==> config.mk <==
export PLATFORM = sky130hd
export DESIGN_NAME = mod_147_3_2_jabber_ctrl
export DESIGN_NICKNAME = d
export VERILOG_FILES = /design/src/rtl/mod_147_3_2_jabber_ctrl.sv
export SDC_FILE = /design/constraint.sdc
export NUM_CORES = 1
export LEC_CHECK = 0
export BUFFER_PORTS_ARGS = -buffer_cell sky130_fd_sc_hd__buf_4
export CAP_MARGIN = 20
export CORE_UTILIZATION = 58
export CTS_BUF_LIST = sky130_fd_sc_hd__clkbuf_8
export CTS_CLUSTER_SIZE = 14
export DETAILED_ROUTE_END_ITERATION = 8
export PLACE_DENSITY = 0.78
export SKIP_LAST_GASP = 1
export SLEW_MARGIN = 20
export SYNTH_ARGS = -nofsm -noshare
export SYNTH_HDL_FRONTEND = slang
export SYNTH_SLANG_ARGS = --single-unit
==> constraint.sdc <==
create_clock -name clk -period 2.1 [get_ports clk]
set_input_delay 0.42 -clock clk [delete_from_list [all_inputs] [get_ports clk]]
set_output_delay 0.42 -clock clk [all_outputs]
set_load 0.03 [all_outputs]
==> src/rtl/mod_147_3_2_jabber_ctrl.sv <==
// Jabber controller: symbol timer, transmit-length timer and unjab quiet timer
// driving a four-state jab FSM that gates tx_en on its way to the PMA.
module mod_147_3_2_jabber_ctrl #(
   parameter int unsigned CNT_W           = 24,
   parameter int unsigned SYMB_CYCLES     = 10,
   parameter int unsigned XMIT_MAX_CYCLES = 50000,
   parameter int unsigned UNJAB_CYCLES    = 400000
) (
   input  logic       clk,
   input  logic       reset_n,
   input  logic       symb_timer_start,
   input  logic       tx_en,
   output logic       tx_en_out,
   output logic       jab,
   output logic       symb_timer_done,
   output logic       xmit_max_timer_done,
   output logic       unjab_timer_done,
   output logic [1:0] jab_state
);

   typedef enum logic [1:0] {
      StIdle  = 2'd0,
      StTx    = 2'd1,
      StJab   = 2'd2,
      StUnjab = 2'd3
   } state_e;

   localparam logic [CNT_W-1:0] One       = CNT_W'(1);
   localparam logic [CNT_W-1:0] SymbLast  = CNT_W'(SYMB_CYCLES - 1);
   localparam logic [CNT_W-1:0] XmitLast  = CNT_W'(XMIT_MAX_CYCLES - 1);
   localparam logic [CNT_W-1:0] UnjabLast = CNT_W'(UNJAB_CYCLES - 1);

   state_e           r_state;
   state_e           w_state_nxt;
   logic [CNT_W-1:0] r_sc;
   logic [CNT_W-1:0] r_xc;
   logic [CNT_W-1:0] r_uc;
   logic [CNT_W-1:0] w_uc_nxt;
   logic             r_jab;
   logic             r_symb_done;
   logic             r_xmit_done;
   logic             r_unjab_done;
   logic             w_xmit_done_nxt;
   logic             w_unjab_done_nxt;
   logic             w_xc_clr;

   // Free-running symbol timer; a start pulse re-phases it and eats that edge's pulse.
   always_ff @(posedge clk) begin
      if (!reset_n) begin
         r_sc        <= '0;
         r_symb_done <= 1'b0;
      end else if (symb_timer_start) begin
         r_sc        <= '0;
         r_symb_done <= 1'b0;
      end else if (r_sc == SymbLast) begin
         r_sc        <= '0;
         r_symb_done <= 1'b1;
      end else begin
         r_sc        <= r_sc + One;
         r_symb_done <= 1'b0;
      end
   end

   assign w_xc_clr = !tx_en || (r_state == StJab) || (r_state == StUnjab);

   // Transmit-length counter: counts consecutive tx_en cycles, saturating.
   always_ff @(posedge clk) begin
      if (!reset_n) begin
         r_xc <= '0;
      end else if (w_xc_clr) begin
         r_xc <= '0;
      end else if (r_xc != '1) begin
         r_xc <= r_xc + One;
      end
   end

   // Next-state, unjab counter and done-pulse decode; tx_en wins all limit-edge races.
   always_comb begin
      w_state_nxt      = r_state;
      w_uc_nxt         = r_uc;
      w_xmit_done_nxt  = 1'b0;
      w_unjab_done_nxt = 1'b0;
      unique case (r_state)
         StIdle: begin
            if (tx_en) w_state_nxt = StTx;
         end
         StTx: begin
            if (!tx_en) begin
               w_state_nxt = StIdle;
            end else if (r_xc == XmitLast) begin
               w_state_nxt     = StJab;
               w_xmit_done_nxt = 1'b1;
            end
         end
         StJab: begin
            w_uc_nxt = '0;
            if (!tx_en) begin
               w_state_nxt = StUnjab;
               w_uc_nxt    = One;
            end
         end
         StUnjab: begin
            if (tx_en) begin
               w_state_nxt = StJab;
               w_uc_nxt    = '0;
            end else if (r_uc == UnjabLast) begin
               w_state_nxt      = StIdle;
               w_uc_nxt         = '0;
               w_unjab_done_nxt = 1'b1;
            end else begin
               w_uc_nxt = r_uc + One;
            end
         end
         default: begin
            w_state_nxt = StIdle;
         end
      endcase
   end

   // State, unjab counter, jab flag (from next state) and done pulses.
   always_ff @(posedge clk) begin
      if (!reset_n) begin
         r_state      <= StIdle;
         r_uc         <= '0;
         r_jab        <= 1'b0;
         r_xmit_done  <= 1'b0;
         r_unjab_done <= 1'b0;
      end else begin
         r_state      <= w_state_nxt;
         r_uc         <= w_uc_nxt;
         r_jab        <= (w_state_nxt == StJab) || (w_state_nxt == StUnjab);
         r_xmit_done  <= w_xmit_done_nxt;
         r_unjab_done <= w_unjab_done_nxt;
      end
   end

   assign tx_en_out           = tx_en & ~r_jab;
   assign jab                 = r_jab;
   assign symb_timer_done     = r_symb_done;
   assign xmit_max_timer_done = r_xmit_done;
   assign unjab_timer_done    = r_unjab_done;
   assign jab_state           = r_state;

endmodule

======== Word-level counts from Yosys, hierarchy flattened ========
Index checks and enable logic that the tools add are counted.
cells by class
  mux-type cells .......................... 14
  add/subtract/negate cells ............... 3
  bitwise logic cells ..................... 4
  equality and inequality tests ........... 9
  reductions and logical operators ........ 11
operators by type and width
  cell                     number
  $add A24 B1 Y24 const B  3
  $mux W24                 2
  $pmux W24 S2             1
  $eq A24 B16 Y1 const B   1
  $eq A24 B19 Y1 const B   1
  $eq A24 B4 Y1 const B    1
  $ne A24 B24 Y1 const B   1
  $mux W2                  6
  $eq A2 B2 Y1 const B     4
  $pmux W2 S4              1
  $reduce_or A3 Y1         2
  $mux W1                  4
  $reduce_or A2 Y1         2
  $logic_or A1 B1 Y1       3
  $not A1 Y1               3
  $reduce_and A3 Y1        1
  $eq A2 B1 Y1 const B     1
  $logic_not A2 Y1         1
  $reduce_bool A2 Y1       1
  $and A1 B1 Y1            1
  $logic_not A1 Y1         1
word-level totals
  register bits ........................... 78
  logic and storage cells ................. 49
  output and inout bits ................... 7
  bits of input ports ..................... 4

======== Longest topological paths before layout ========
  depth in word-level cells ............... 6
  gate-level depth with buffers ........... 8
  mapped depth without buffers ............ 7

======== Worst setup path after synthesis ========
No wires, ideal clock.
  kind .................................... register to register
  from .................................... reg r_xc[0]
  to ...................................... reg r_xc[13]
  setup slack ............................. 58 ps
  arrival ................................. 1,922 ps
  data required time ...................... 1,979 ps
  library setup time ...................... 121 ps
  period minus slack after synthesis ...... 2,042 ps
  buffers on the path ..................... 0
  stages on the path, launching flop included .. 7
  cells stage by stage .................... dfxtp_1 ha_1 nand4_1 nor4_1 a21oi_1 nand4_1 mux2_2
on the way
  word-level cells in the longest chain between the ends .. 1
  elaborated cells on any way between the ends .. 2
  those cells by class .................... 1 x add/sub; 1 x eq/ne
RTL lines
  element                                            RTL line  source
  start, declared                                    36        logic [CNT_W-1:0] r_xc;
  start signal, assigned                             73        r_xc <= r_xc + One;
  $add A24 B1 Y24 or $ne A24 B24 Y1 (tied branches)  73, 72
Parallel ways exist; a longest one is shown, timed or not.
A chain may end at the register's enable or synchronous reset.

======== Worst setup path after layout ========
  from .................................... reg r_xc[5]
  to ...................................... reg r_xc[23]
Same word-level chain as after synthesis.

==> run summary <==
Outcome = finished clean
Multi-input gate area in the final layout = 0.00216 mm²
Final count of hold timing violations = 0
Least-Margin Pin Slew = 0.525 ns
Minimum clock period = 1.98 ns
Average wire per standard cell = 14.6 µm
HPWL after detailed placement = 5.68 mm
Starting utilization of the core area = 60.5%
Slowest Stage Delay on Critical Path = 0.42 ns
CTS clk-pin slew, worst paths = 0.08 ns
Switching part of the total power = 23.4%
Origin of the worst min-delay path = reset_n
Capturing point of the worst reg2reg path = r_xc[23]
Number of endpoints failing setup at the final stage = 0
Design internal power = 1.95 mW
Critical path arrival = 2.23 ns
Number of clock sinks = 78
Distinct cell type count of the synthesized netlist = 55
Combinational cell fraction of total power = 2.6%
Post-synthesis xor/xnor area fraction = 9.29%
Maximum vdd ir drop = 0.521 mV
Buffers plus inverters on the worst setup path = 0
Critical path class = reg -> reg
Hold Path Cell Cnt = 2
Ordered list of cells on the worst path = nand4_1, or3_4, a211oi_4, or3b_1, mux2_4
Row cnt = 29
CTS H-tree depth = 3
Area share of fa/ha/maj cells after synthesis = 1.29%
Number of synthesized register bits = 78
Length in cells of the worst reg-to-reg path = 5
Aggregate global-route resource usage = 24.3%
Filler cell count in the final layout = 539
Simple-Gate Fraction of Synth Area = 30.8%
Hold Path End = jab_state[0]
Count of routing violations after the opening detailed-route iteration = 200
Max-cap violations = 0
Footprint of the flip-flops and latches = 0.00156 mm²
Buffer type at the clock tree root = sky130_fd_sc_hd__clkbuf_8
Synthesized instance count = 466
Final instance area = 0.00427 mm²
P&R area growth vs syn = 10.4%
Highest-delay cell along the critical path = sky130_fd_sc_hd__dfxtp_1
Design Power = 2.55 mW
Post-Place Cell Area = 0.00409 mm²
Part of the power in the clock network = 38.9%
Die ar. = 0.00699 mm²
Fraction of final layout cells with drive strength greater than 1 = 12.4%
Number of DRC violations after detailed routing = 0
Number of buffers between clock root and the deepest sink = 2
# diodes = 0
F_max = 505 MHz
Reg power frac = 58.5%
Cts bufs inserted = 9
Worst rel slew slack = 64.1%
Congestion Overflow GR = 0
Floorplan core area = 0.00639 mm²
Sequential cell area fraction in the yosys report = 40.4%
Total vias in the final route = 3430
Reg2Reg Setup Slack = 0.12 ns
Crit end category = register
Clock tree from TritonCTS = done
Synth Area per Inst = 8.29 µm²
Initial antenna violation count = 0
Final RePlAce weighted congestion = 0.868
Power density cells = 597 mW/mm²
Final routed wirelength across all metal layers = 8.30 mm
Most area-consuming cells after synthesis = sky130_fd_sc_hd__dfxtp_1 40%, sky130_fd_sc_hd__xnor2_1 6.8%, sky130_fd_sc_hd__nor2_1 6.7%, sky130_fd_sc_hd__nand3_1 4.0%, sky130_fd_sc_hd__a21oi_1 3.4%
Crit-path max FO = 6
Period Utilization, post-route = 94.3%
Routed via count divided by cell count = 6.02
Largest net degree at the start of global routing = 27
Vert. Die Dim = 83.6 µm
First-pass iteration count of the detailed router = 5
# nets final = 497
Lkg Pwr = 1.44 nW
Required @ worst endpoint = 2.35 ns
Startpoint class of the critical path = register
Mux share of post-synthesis cell area = 0.680%
Fin. max-slew vios = 0
Yosys warns = 0
Count of input and output buffers = 10
Io pins = 11
Latest clock arrival within the worst-skew pair = 0.36 ns
Switching power = 0.597 mW
Family of cells with the greatest summed delay on the critical path = simple AND/OR/NAND/NOR gates
Skew final = 0.0101 ns
Die width = 83.6 µm
Most used flip-flop cell after synthesis = sky130_fd_sc_hd__dfxtp_1
Fraction of the mapped netlist area in compound gates = 13.4%
Worst min-delay path class = in -> reg
Via count of the first global-routing pass = 3122
Netlist Area Pre-Place = 0.00386 mm²
Largest family of logic cells by synthesized area = simple AND/OR/NAND/NOR gates
Number of nets with antenna violations after detailed routing = 0
Critical register-to-register path startpoint = r_xc[5]
Async set-reset flop share out of synthesis = 0%
Share of the synthesized area in the top cell type = 40.4%
Cell type contributing the most total cell area after synthesis = sky130_fd_sc_hd__dfxtp_1
EDFF count, synth = 0
Mapped Nets = 474
First-pass GRT wire length = 13.8 mm
Post-CTS setup-driven buffer insertion count = 0
-- power groups by stage --
stage               sequential, mW  clock, mW  combinational [mW]
floorplan                     1.52          0              0.0408
global placement              1.52          0              0.0650
detailed placement            1.52          0              0.0663
CTS                           1.49       1.01              0.0667
global route                  1.49       1.08              0.0734
finish                        1.49      0.992              0.0662
-- worst max-delay path by stage --
stage            start       end  slack (ns)  cells past startpoint
2_1_floorplan  r_xc[0]  r_xc[13]        0.06                      6
3_3_place_gp   r_xc[0]  r_xc[13]        0.17                      6
3_5_place_dp   r_uc[0]  r_uc[20]        0.14                      6
4_1_cts        r_uc[0]  r_uc[20]        0.12                      6
5_1_grt        r_xc[0]  r_xc[18]       -0.03                      7
6_report       r_xc[5]  r_xc[23]        0.12                      5
-- registers in the layout (all words and copies together), names as in the netlist --
signal / flops
xmit_max_timer_done: 1
r_sc: 24
r_uc: 24
jab_state: 2
r_xc: 24
jab: 1
symb_timer_done: 1
unjab_timer_done: 1
-- area by class of cell --
class	instances	area share, %
repair buffers	32	5.63
clock inverters	5	0.645
multi-input cells	356	50.6
well taps	77	2.26
clock buffers	10	3.22
inverters	12	1.06
flip-flops and latches	78	36.6
-- placed cells by master (no fill, tap or decap), drive strengths merged, types with 10 or more instances in the layout --
master,netlist,routed
nor4,10,10
dfxtp,78,78
xor2,11,11
a31oi,15,15
xnor2,30,30
a21oi,26,26
and4,10,10
nand2,32,32
buf,6,32
nand4,19,19
o21ai,11,11
nor3,14,14
nor2,69,69
nand3,31,31
clkbuf,14,10
inv,12,13
and3,10,10
-- through the flow --
stage	std cells	hold slack, ns	util, %	TNS, ns	worst slack (ns)
final	570	0.333	66.8	0	0.119
after global routing	570	0.331	66.8	-0.0413	-0.0254
after CTS	570	0.321	66.7	0	0.125
after detailed placement	555	0.472	64.1	0	0.145
after global placement	555	0.468	64.1	0	0.169
after floorplan	466	0.439	-	0	0.0575
-- per-layer routing --
layer / vias up / global-route usage [%] / wire, µm
li1: 1720 / - / -
met1: 1589 / 30.8 / 3880
met2: 94 / 38.2 / 3840
met3: 27 / 6.63 / 373
met4: 0 / 11.9 / 204
met5: - / 0 / 0
-- synth_stat cells (12+ instances only) --
master,number
sky130_fd_sc_hd__a21oi_1,26
sky130_fd_sc_hd__a31oi_1,15
sky130_fd_sc_hd__dfxtp_1,78
sky130_fd_sc_hd__inv_1,12
sky130_fd_sc_hd__nand2_1,31
sky130_fd_sc_hd__nand3_1,31
sky130_fd_sc_hd__nand4_1,19
sky130_fd_sc_hd__nor2_1,69
sky130_fd_sc_hd__nor3_1,14
sky130_fd_sc_hd__xnor2_1,30
-- timing repair --
| item | CTS | global route |
|---|---|---|
| resized for setup | 0 | 2 |
| hold buffers | 0 | 0 |
| endpoints found under the setup margin | 0 | 5 |
-- kinds of logic after synthesis --
logic type | count (synthesis)
and+or+nand+nor | 229
AOI/OAI and AO/OA | 80
DFF | 78
xor gates and xnor gates | 41
buffers and inverters | 32
adders and majority gates | 4
muxes | 2
(Power assumes the default switching activity.)
